## src/rtl/change_dispenser.sv

```systemverilog
// Change-return engine: pays a refund greedily from a per-denomination coin stock, one coin per cycle.
// Latency: first coin visible 1 cycle after accept; done pulse n+2 cycles after accept for n coins.
// Backpressure: o_req_ready only in IDLE; requests offered while busy are dropped, not queued.
module change_dispenser #(
    parameter int kNumCoins  = 3,
    parameter int COIN0_VAL  = 100,
    parameter int COIN1_VAL  = 500,
    parameter int COIN2_VAL  = 1000,
    parameter int INV_W      = 8,
    parameter int INIT_STOCK = 10
) (
    input  logic                         clk,
    input  logic                         reset,
    input  logic                         i_req_valid,
    input  logic [31:0]                  i_req_amount,
    output logic                         o_req_ready,
    input  logic [kNumCoins-1:0]         i_refill,
    output logic [kNumCoins-1:0]         o_coin_out,
    output logic                         o_busy,
    output logic                         o_done,
    output logic [31:0]                  o_shortfall,
    output logic [kNumCoins*INV_W-1:0]   o_stock
);

    // SETTLE is the cycle between the final (empty) selection and the done pulse.
    typedef enum logic [1:0] {
        S_IDLE     = 2'd0,
        S_DISPENSE = 2'd1,
        S_SETTLE   = 2'd2,
        S_DONE     = 2'd3
    } state_t;

    // Denomination values; indices past the three defined coins can never be selected.
    function automatic logic [31:0] coin_val(input int k);
        case (k)
            0:       coin_val = 32'(COIN0_VAL);
            1:       coin_val = 32'(COIN1_VAL);
            2:       coin_val = 32'(COIN2_VAL);
            default: coin_val = '1;
        endcase
    endfunction

    state_t                 state_q;
    logic [31:0]            remaining_q;
    logic [kNumCoins-1:0]   coin_out_q;
    logic                   done_q;
    logic [31:0]            shortfall_q;
    logic [INV_W-1:0]       stock_q [kNumCoins];
    logic [INV_W-1:0]       stock_d [kNumCoins];

    logic [kNumCoins-1:0]   sel_oh;
    logic [31:0]            sel_val;
    logic                   sel_vld;
    logic                   disp_en;

    // Greedy pick: ascending scan so the highest affordable, in-stock denomination wins.
    always_comb begin
        sel_oh  = '0;
        sel_val = '0;
        for (int k = 0; k < kNumCoins; k++) begin
            if ((coin_val(k) <= remaining_q) && (stock_q[k] != '0)) begin
                sel_oh    = '0;
                sel_oh[k] = 1'b1;
                sel_val   = coin_val(k);
            end
        end
    end

    assign sel_vld = |sel_oh;
    assign disp_en = (state_q == S_DISPENSE) && sel_vld;

    // Stock next-state: refill and eject of the same coin cancel; refill saturates at all-ones.
    always_comb begin
        for (int k = 0; k < kNumCoins; k++) begin
            stock_d[k] = stock_q[k];
            if (i_refill[k] && !(disp_en && sel_oh[k])) begin
                if (stock_q[k] != {INV_W{1'b1}}) begin
                    stock_d[k] = stock_q[k] + 1'b1;
                end
            end else if (!i_refill[k] && disp_en && sel_oh[k]) begin
                stock_d[k] = stock_q[k] - 1'b1;
            end
        end
    end

    // Inventory registers, restocked to the initial count on reset.
    always_ff @(posedge clk or posedge reset) begin
        if (reset) begin
            for (int k = 0; k < kNumCoins; k++) begin
                stock_q[k] <= INV_W'(INIT_STOCK);
            end
        end else begin
            for (int k = 0; k < kNumCoins; k++) begin
                stock_q[k] <= stock_d[k];
            end
        end
    end

    // Request FSM with registered coin pulse, done pulse and shortfall.
    always_ff @(posedge clk or posedge reset) begin
        if (reset) begin
            state_q     <= S_IDLE;
            remaining_q <= '0;
            coin_out_q  <= '0;
            done_q      <= 1'b0;
            shortfall_q <= '0;
        end else begin
            case (state_q)
                S_IDLE: begin
                    coin_out_q <= '0;
                    done_q     <= 1'b0;
                    if (i_req_valid) begin
                        remaining_q <= i_req_amount;
                        state_q     <= S_DISPENSE;
                    end
                end
                S_DISPENSE: begin
                    if (sel_vld) begin
                        coin_out_q  <= sel_oh;
                        remaining_q <= remaining_q - sel_val;
                    end else begin
                        coin_out_q  <= '0;
                        shortfall_q <= remaining_q;
                        state_q     <= S_SETTLE;
                    end
                end
                S_SETTLE: begin
                    coin_out_q <= '0;
                    done_q     <= 1'b1;
                    state_q    <= S_DONE;
                end
                S_DONE: begin
                    coin_out_q <= '0;
                    done_q     <= 1'b0;
                    state_q    <= S_IDLE;
                end
                default: begin
                    coin_out_q <= '0;
                    done_q     <= 1'b0;
                    state_q    <= S_IDLE;
                end
            endcase
        end
    end

    // Pack inventory for observation, coin 0 in the LSBs.
    always_comb begin
        o_stock = '0;
        for (int k = 0; k < kNumCoins; k++) begin
            o_stock[k*INV_W +: INV_W] = stock_q[k];
        end
    end

    assign o_req_ready = (state_q == S_IDLE);
    assign o_busy      = (state_q != S_IDLE);
    assign o_coin_out  = coin_out_q;
    assign o_done      = done_q;
    assign o_shortfall = shortfall_q;

endmodule

```

## config.mk

```make
export PLATFORM = sky130hd
export DESIGN_NAME = change_dispenser
export DESIGN_NICKNAME = d
export VERILOG_FILES = /design/src/rtl/change_dispenser.sv
export SDC_FILE = /design/constraint.sdc
export NUM_CORES = 1
export LEC_CHECK = 0
export CAP_MARGIN = 10
export CORE_ASPECT_RATIO = 1.5
export CORE_MARGIN = 2
export CORE_UTILIZATION = 30
export DETAILED_ROUTE_END_ITERATION = 10
export MAX_ROUTING_LAYER = met4
export SLEW_MARGIN = 20
export SYNTH_ARGS = -nofsm -noshare
export SYNTH_HDL_FRONTEND = slang
export SYNTH_SLANG_ARGS = --single-unit
```

## constraint.sdc

```tcl
create_clock -name clk -period 5.3 [get_ports clk]
set_input_delay 0.53 -clock clk [delete_from_list [all_inputs] [get_ports clk]]
set_output_delay 0.53 -clock clk [all_outputs]
set_load 0.01 [all_outputs]
```

Word level (Yosys, flattened, before mapping):

Index checks and enable logic that the tools add are counted.

* bitwise logic cells: 1
* equality and inequality tests: 12
* reductions and logical operators: 41
* $lt $le $gt $ge: 3
* multiplexer cells: 24
* $add $sub $neg: 7

Operators with widths (count)
* 2-to-1 mux 32 bit: 4
* 2-to-1 mux 8 bit: 9
* case mux 32 bit (2 select lines): 1
* less-or-equal comparator 10 x 32 -> 1 bit, first input constant: 1
* less-or-equal comparator 7 x 32 -> 1 bit, first input constant: 1
* less-or-equal comparator 9 x 32 -> 1 bit, first input constant: 1
* subtractor 32 bit: 1
* adder 8 x 1 -> 8 bit, second input constant: 3
* inequality test 8 bit, second input constant: 3
* nonzero test 8 bit: 3
* subtractor 8 x 1 -> 8 bit, second input constant: 3
* logical AND 1 bit: 16
* nonzero test 2 bit: 6
* AND reduction 2 bit: 5
* 2-to-1 mux 3 bit: 3
* case mux 2 bit (4 select lines): 1
* 2-to-1 mux 7 bit: 1
* logical NOT 1 bit: 6
* inequality test 2 x 1 -> 1 bit, second input constant: 3
* inequality test 2 bit, second input constant: 3
* case mux 3 bit (2 select lines): 1
* OR reduction 3 bit: 2
* == test 2 bit, second input constant: 2
* 2-to-1 mux 2 bit: 2
* other kinds (7): 7

* output and inout bits: 62
* logic and storage cells: 96
* bits of input ports: 38
* register bits: 94

Longest topological paths before layout:

Gate-level depths: netlist of run 1.

* depth after elaboration: 12
* mapped depth: 17

Least setup slack after synthesis of run 1:

OpenSTA, ideal clock, no wires.

* path type: register -> register
* start point: register remaining_q[16]
* end point: register remaining_q[19]
* arrival time: 4.135 ns
* required time: 5.146 ns
* cell stages (with the launch flop): 16
* library setup time: 0.154 ns
* clock period less this slack: 4.289 ns
* slack: 1.011 ns
* cell sequence: dfrtp_1 > buf_6 > or4_4 > or3_4 > nor4_1 > o21ai_2 > inv_2 > buf_4 > ha_1 > o21a_1 > o31a_1 > o31ai_1 > a31oi_1 > or3_1 > o311ai_0 > o311ai_0

* word-level cells in the longest chain between the ends: 8
* elaborated cells between the ends (all ways): 18

RTL lines
* from (decl): RTL line 44 `logic [31:0] remaining_q;`
* from (signal assigned): RTL line 113 `remaining_q <= i_req_amount;`
* from (signal assigned): RTL line 120 `remaining_q <= remaining_q - sel_val;`
* less-or-equal comparator 7 x 32 -> 1 bit: RTL line 61 `if ((coin_val(k) <= remaining_q) && (stock_q[k] != '0)) begin`
* logical AND 1 bit: RTL line 61
* 2-to-1 mux 7 bit or 2-to-1 mux 1 bit (tied branches): RTL line 61
* 2-to-1 mux 32 bit or 2-to-1 mux 3 bit (tied branches) (2 in series): RTL line 61
* subtractor 32 bit or OR reduction 3 bit (tied branches): RTL line 120, 69
* 2-to-1 mux 32 bit or inequality test 2 bit (tied branches)
* case mux 32 bit (2 select lines) or AND reduction 3 bit (tied branches)

Several ways; a longest one is shown, not always the timed one. The select of a mux whose other input is x is not followed.
A chain may end at the register's enable or synchronous reset.

Final worst setup path of run 1:

Ends and elaborated chain as after synthesis.

==> reports/qor.csv, run 1 <==
metric,value,unit
"non-filler cells, final",934,
Hold Path Origin,remaining_q[0],
register-to-register setup slack,390,ps
launch point of the worst reg-to-reg path,remaining_q[16],
aggregate global routing overflow,0,
Post-CTS Hold Buffers,0,
standard-cell row count,62,
DP Wirelength,11.7,mm
final-report hold violation count,0,
synthesized net count,650,
largest driver fanout on the critical path,12,
aggregate negative setup slack,0,ps
"Clk pin slew, worst setup/hold paths",70,ps
"EDFF count, synth",0,
number of antenna violations at the first check in global routing,0,
worst slack at placement,467,ps
number of violations of the max-capacitance limit,0,
PD cells,558,nW/µm²
Final nets,744,
CTS tree,built,
Max Clk Rate,204,MHz
static power due to leakage,3.11,nW
flip-flop and latch area,2360,µm²
kind of start point of the critical path,flop,
Final setup viols,0,
DIE HEIGHT,174,µm
CP required,5500,ps
Worst Tran Pin Value,934,ps
die width,118,µm
core area,19100,µm²
largest net degree at the start of global routing,52,
average size of a mapped cell,10.0,µm²
overall track demand over capacity in global routing,15.6,%
final antenna diode count,0,
end-of-flow core utilization,38.7,%
number of buffers inserted by port buffering,99,
placed cell count,918,
post-route clock period utilization,92.6,%
clock latency of the later-clocked register in the worst-skew pair,350,ps
Setup WS post-layout,391,ps
timing startpoint of the critical path,remaining_q[16],
Post-Route Skew,10.2,ps
result of the run,"complete, no violations",
number of global-route vias before repair,4781,
Iteration-0 DRC Markers,256,
worst min-delay path class,reg2reg,
synthesized netlist cell count,579,
worst slew margin relative to its limit,37.5,%
Fin Hold WS,471,ps
final WL,15.6,mm
wire length of the first global-routing pass,24.8,mm
final period demand of the worst path,4910,ps
layout cell share with drive strength beyond 1,13.1,%
I/O pins,100,
initial standard-cell utilization of the core,30.5,%
Post-DRT Antenna Nets,0,
most used flip-flop cell after synthesis,sky130_fd_sc_hd__dfrtp_1,
fillers,1933,
global placer's final weighted congestion,0.882,
Post-CTS Repair Setup Buffers,0,
DRC errors left,0,
Max Transition Viols Final,0,
signed area change from the synthesized netlist to the final layout,26.9,%
top cells by area in the synthesized netlist,"sky130_fd_sc_hd__dfrtp_1 (38%), sky130_fd_sc_hd__ha_1 (6.2%), sky130_fd_sc_hd__mux2_2 (5.6%), sky130_fd_sc_hd__nand2_1 (3.3%), sky130_fd_sc_hd__a21oi_1 (3.2%)",
Cell variety after synth,73,
total number of H-tree levels,3,
number of iterations in the first detailed-routing pass,4,
synthesized area,5810,µm²
# resized after CTS,0,
share of flip-flops with an asynchronous set or reset,100,%
top cell type's share of synthesized area,37.9,%
CTS Buffer Depth,2,
Via Count,4804,
start-to-end type of the worst setup path,reg2reg,
cell type with the highest aggregate area in the netlist,sky130_fd_sc_hd__dfrtp_1,
clock buffer count from CTS,9,
Clock Sinks,94,
Seq cells post-synth,94,
peak ir drop on the vdd network,0.236,mV
clock root buffer,sky130_fd_sc_hd__clkbuf_16,
footprint of the multi-input gates,3290,µm²
number of vias per cell,5.14,
sequential cell area fraction in the yosys report,40.6,%
critical path arrival,5110,ps
final routed wire length divided by cell count,16.7,µm
Critical Path Sink Type,flop,
unrepaired setup endpoints after global routing,no,
Synth Warn #,0,
full die area,20500,µm²
## logic make-up after synthesis
family	count (synthesis)	synth area share, %
mux	59	11.9
compound gates	142	16.6
flops	94	40.6
buf+inv	39	2.86
simple gates	191	17.2
xor+xnor	21	3.16
fa+ha+maj	33	7.62
## state kept, by name, indices dropped and copies added, names as in the netlist
signal,count
o_stock,24
state_q,2
remaining_q,32
o_done,1
o_coin_out,3
o_shortfall,32
## layout by cell type, fill, tap and decap left out, types with 8 or more instances in the layout
cell type,synthesis,routed
sky130_fd_sc_hd__clkdlybuf4s50_1,0,99
sky130_fd_sc_hd__dfrtp_1,88,88
sky130_fd_sc_hd__nand2_1,51,51
sky130_fd_sc_hd__nor2_1,38,38
sky130_fd_sc_hd__a21oi_1,37,37
sky130_fd_sc_hd__mux2_2,29,29
sky130_fd_sc_hd__ha_1,29,29
sky130_fd_sc_hd__nor3_1,27,27
sky130_fd_sc_hd__o21ai_0,21,21
sky130_fd_sc_hd__xnor2_1,17,17
sky130_fd_sc_hd__inv_1,16,15
sky130_fd_sc_hd__nor4_1,14,14
sky130_fd_sc_hd__o21ai_1,13,13
sky130_fd_sc_hd__nand4_1,12,12
sky130_fd_sc_hd__mux2i_1,11,11
sky130_fd_sc_hd__mux2_4,11,11
sky130_fd_sc_hd__o21a_1,9,9
sky130_fd_sc_hd__o22ai_1,9,9
sky130_fd_sc_hd__clkbuf_16,0,9
sky130_fd_sc_hd__nor2b_1,8,8
## path summary, 6_finish.rpt
path,end,depth (start not counted)
max,remaining_q[19],13
min,remaining_q[0],2
max reg2reg,remaining_q[19],13
min reg2reg,remaining_q[0],2
max in group asynchronous,state_q[0],3
min in group asynchronous,o_shortfall[12],2
## final cells by class
type,instances,area share (%)
clock inverter,4,0.746
clock buffer,12,3.48
multi-input combinational,446,44.5
timing repair buffer,104,13.9
sequential,94,32.0
tap,256,4.34
inverter,18,0.950
## critical path, cell delays in order (launching register included)
cell	delay, ps
sky130_fd_sc_hd__dfrtp_1	470
sky130_fd_sc_hd__or4_4	610
sky130_fd_sc_hd__or3_4	430
sky130_fd_sc_hd__nor4_1	430
sky130_fd_sc_hd__o21ai_2	240
sky130_fd_sc_hd__inv_2	250
sky130_fd_sc_hd__ha_1	310
sky130_fd_sc_hd__o21a_1	120
sky130_fd_sc_hd__o31a_1	130
sky130_fd_sc_hd__o31ai_1	390
sky130_fd_sc_hd__a31oi_1	380
sky130_fd_sc_hd__or3_1	510
sky130_fd_sc_hd__o311ai_0	290
sky130_fd_sc_hd__o311ai_0	180
## where the power goes
part	leakage [nW]	switching [mW]	internal, mW
combinational	1.78	1.06	1.03
clock	0.149	0.288	0.394
sequential	1.18	0.356	0.983
## metal layers
layer  vias up  wire length (µm)  GRT usage (%)
met5         -                 0              -
met4         0               410           6.98
met3        25               497           2.13
met2       100              8460           28.1
met1      2346              6200           16.9
li1       2333                 -              -
## per-stage QoR
| stage | power [mW] | cell area [µm²] |
|---|---|---|
| after detailed placement | 3.46 | 7060 |
| final | 4.11 | 7380 |
| after global routing | 4.43 | 7380 |
| after CTS | 4.15 | 7380 |
| after global placement | 3.43 | 7060 |
| after floorplan | 2.77 | 5810 |
## synth_stat cells, types with 3 or more instances
library cell,number
sky130_fd_sc_hd__dfrtp_1,88
sky130_fd_sc_hd__nand2_1,51
sky130_fd_sc_hd__nor2_1,38
sky130_fd_sc_hd__a21oi_1,37
sky130_fd_sc_hd__ha_1,29
sky130_fd_sc_hd__mux2_2,29
sky130_fd_sc_hd__nor3_1,27
sky130_fd_sc_hd__o21ai_0,21
sky130_fd_sc_hd__xnor2_1,17
sky130_fd_sc_hd__inv_1,16
sky130_fd_sc_hd__nor4_1,14
sky130_fd_sc_hd__clkbuf_1,13
sky130_fd_sc_hd__o21ai_1,13
sky130_fd_sc_hd__nand4_1,12
sky130_fd_sc_hd__mux2_4,11
sky130_fd_sc_hd__mux2i_1,11
sky130_fd_sc_hd__o21a_1,9
sky130_fd_sc_hd__o22ai_1,9
sky130_fd_sc_hd__nor2b_1,8
sky130_fd_sc_hd__mux2_1,7
sky130_fd_sc_hd__dfstp_2,6
sky130_fd_sc_hd__nand3_1,6
sky130_fd_sc_hd__o311ai_0,5
sky130_fd_sc_hd__or3_1,5
sky130_fd_sc_hd__a21boi_0,4
sky130_fd_sc_hd__a21o_1,4
sky130_fd_sc_hd__a31oi_1,4
sky130_fd_sc_hd__and2_1,4
sky130_fd_sc_hd__buf_2,4
sky130_fd_sc_hd__fa_1,4
sky130_fd_sc_hd__nand2b_1,4
sky130_fd_sc_hd__o31a_1,4
sky130_fd_sc_hd__xor2_1,4
sky130_fd_sc_hd__a22oi_1,3
sky130_fd_sc_hd__and4_1,3
sky130_fd_sc_hd__o211ai_1,3
sky130_fd_sc_hd__o21bai_1,3
sky130_fd_sc_hd__or2_2,3
sky130_fd_sc_hd__or4_1,3
(Power assumes the default switching activity.)
==> run 2, diff against run 1 <==
--- a/config.mk
+++ b/config.mk
@@ -5,12 +5,14 @@
 export SDC_FILE = /design/constraint.sdc
 export NUM_CORES = 1
 export LEC_CHECK = 0
+export ABC_AREA = 0
 export CAP_MARGIN = 10
 export CORE_ASPECT_RATIO = 1.5
 export CORE_MARGIN = 2
 export CORE_UTILIZATION = 30
 export DETAILED_ROUTE_END_ITERATION = 10
 export MAX_ROUTING_LAYER = met4
+export SETUP_SLACK_MARGIN = 0.02
 export SLEW_MARGIN = 20
 export SYNTH_ARGS = -nofsm -noshare
 export SYNTH_HDL_FRONTEND = slang
==> constraint.sdc (replaced) <==
create_clock -name clk -period 4.5 [get_ports clk]
set_input_delay 0.45 -clock clk [delete_from_list [all_inputs] [get_ports clk]]
set_output_delay 0.45 -clock clk [all_outputs]
set_load 0.01 [all_outputs]
==> run 2 against run 1 <==
Hold slack worse by 42 ps; global-route usage increased by 0.65 points; sequential power is 16% higher; setup slack got worse by 64 ps; die area is the same; non-clock buffer count grew 15; highest routed layer unchanged; final cell count rose by 1.6%.
==> reports/qor.csv, run 2 (synthesis results as in run 1) <==
metric,value,unit
number of antenna violations at the first check in global routing,0,
PD cells,652,nW/µm²
global placer's final weighted congestion,0.890,
CTS Buffer Depth,2,
I/O pins,100,
Post-CTS Repair Setup Buffers,0,
worst slack at placement,184,ps
overall track demand over capacity in global routing,16.2,%
worst min-delay path class,in2async,
Final nets,759,
Via Count,4851,
# resized after CTS,0,
number of global-route vias before repair,4914,
DP Wirelength,12.2,mm
clock buffer count from CTS,9,
DIE HEIGHT,174,µm
fillers,1916,
peak ir drop on the vdd network,0.287,mV
Final setup viols,0,
aggregate global routing overflow,0,
clock latency of the later-clocked register in the worst-skew pair,340,ps
"Clk pin slew, worst setup/hold paths",70,ps
total number of H-tree levels,3,
Clock Sinks,94,
Worst Tran Pin Value,737,ps
full die area,20500,µm²
final-report hold violation count,0,
end-of-flow core utilization,39.4,%
number of iterations in the first detailed-routing pass,7,
Max Transition Viols Final,0,
footprint of the multi-input gates,3320,µm²
largest driver fanout on the critical path,7,
Setup WS post-layout,327,ps
final WL,15.9,mm
final antenna diode count,0,
layout cell share with drive strength beyond 1,15.9,%
static power due to leakage,3.18,nW
standard-cell row count,62,
DRC errors left,0,
CTS tree,built,
final routed wire length divided by cell count,16.8,µm
Iteration-0 DRC Markers,227,
result of the run,"complete, no violations",
Post-DRT Antenna Nets,0,
CP required,4770,ps
"most common cell after layout, fill and taps aside",sky130_fd_sc_hd__clkdlybuf4s50_1,
aggregate negative setup slack,0,ps
number of buffers inserted by port buffering,99,
post-route clock period utilization,92.7,%
flip-flop and latch area,2360,µm²
worst slew margin relative to its limit,50.7,%
most frequent cells in the layout,"sky130_fd_sc_hd__clkdlybuf4s50_1 (99), sky130_fd_sc_hd__dfrtp_1 (88), sky130_fd_sc_hd__nand2_1 (51), sky130_fd_sc_hd__nor2_1 (38), sky130_fd_sc_hd__a21oi_1 (37)",
unrepaired setup endpoints after global routing,no,
initial standard-cell utilization of the core,30.5,%
Post-Layout Inst Area,7510,µm²
number of vias per cell,5.11,
critical path arrival,4440,ps
kind of start point of the critical path,flop,
core area,19100,µm²
die width,118,µm
clock root buffer,sky130_fd_sc_hd__clkbuf_16,
start-to-end type of the worst setup path,reg2reg,
signed area change from the synthesized netlist to the final layout,29.2,%
Max Clk Rate,240,MHz
Post-Route Skew,11.6,ps
Post-CTS Hold Buffers,0,
placed instance area,7180,µm²
final period demand of the worst path,4170,ps
overall power,4.89,mW
wire length of the first global-routing pass,25.8,mm
number of violations of the max-capacitance limit,0,
Critical Path Sink Type,flop,
largest net degree at the start of global routing,37,
-- run 2: changes by cell type in the layout (fill, tap and decap cells not counted), sizes merged --
cell      previous run  this run
clkbuf              12        11
clkinv               2         3
inv                 18        19
buf                  5        20
clkinvlp             1         0
-- run 2: layout make-up --
type                    instances  share of cell area [%]
clock buffers                  11                    3.23
clock inverters                 5                   0.766
inverters                      18                   0.933
multi-input cells             446                    44.2
flip-flops and latches         94                    31.4
well taps                     256                    4.27
repair buffers                119                    15.2
-- run 2: per-stage QoR --
step	hold WS (ps)	instances
2_1_floorplan	442	579
3_3_place_gp	454	933
3_5_place_dp	463	933
4_1_cts	442	949
5_1_grt	455	949
6_report	430	949
-- run 2: critical path: stages, from the launching register on --
cell	delay, ps
sky130_fd_sc_hd__dfrtp_1	430
sky130_fd_sc_hd__or4_4	580
sky130_fd_sc_hd__or3_4	430
sky130_fd_sc_hd__o41ai_4	430
sky130_fd_sc_hd__nand2_1	140
sky130_fd_sc_hd__nand2b_1	100
sky130_fd_sc_hd__ha_1	190
sky130_fd_sc_hd__fa_1	200
sky130_fd_sc_hd__nor2b_1	70
sky130_fd_sc_hd__o31a_1	280
sky130_fd_sc_hd__o32a_1	360
sky130_fd_sc_hd__buf_4	180
sky130_fd_sc_hd__nor3_2	180
sky130_fd_sc_hd__nand3_1	110
sky130_fd_sc_hd__a221o_1	320
sky130_fd_sc_hd__a21oi_1	120
-- run 2: final timing paths --
| kind | end | start | depth (start not counted) | slack, ps |
|---|---|---|---|---|
| min in group clk | remaining_q[0] | remaining_q[0] | 2 | 470 |
| worst min register to register | remaining_q[0] | remaining_q[0] | 2 | 470 |
| max in group asynchronous | o_stock[11] | reset | 3 | 3250 |
| worst min-delay path | o_shortfall[10] | reset | 2 | 430 |
| worst max register to register | remaining_q[30] | remaining_q[17] | 15 | 330 |
| worst max-delay path | remaining_q[30] | remaining_q[17] | 15 | 330 |
-- run 2: report_power, final --
part           total, mW  switching (mW)  internal (mW)  leakage (nW)
combinational       2.55            1.29           1.26          1.85
sequential          1.56           0.400           1.16          1.18
clock              0.783           0.335          0.448         0.150
-- run 2: metal layers --
metal	routed length, µm	GRT usage (%)
met1	6320	18.3
met2	8740	29.2
met4	342	5.47
met3	534	2.43
met5	0	-
==> run 3, diff against run 2 <==
--- a/config.mk
+++ b/config.mk
@@ -13,7 +13,6 @@
 export DETAILED_ROUTE_END_ITERATION = 10
 export MAX_ROUTING_LAYER = met4
 export SETUP_SLACK_MARGIN = 0.02
-export SLEW_MARGIN = 20
 export SYNTH_ARGS = -nofsm -noshare
 export SYNTH_HDL_FRONTEND = slang
 export SYNTH_SLANG_ARGS = --single-unit
==> results of run 3 <==
Final layout, timing and power as in run 2 (identical DEF).
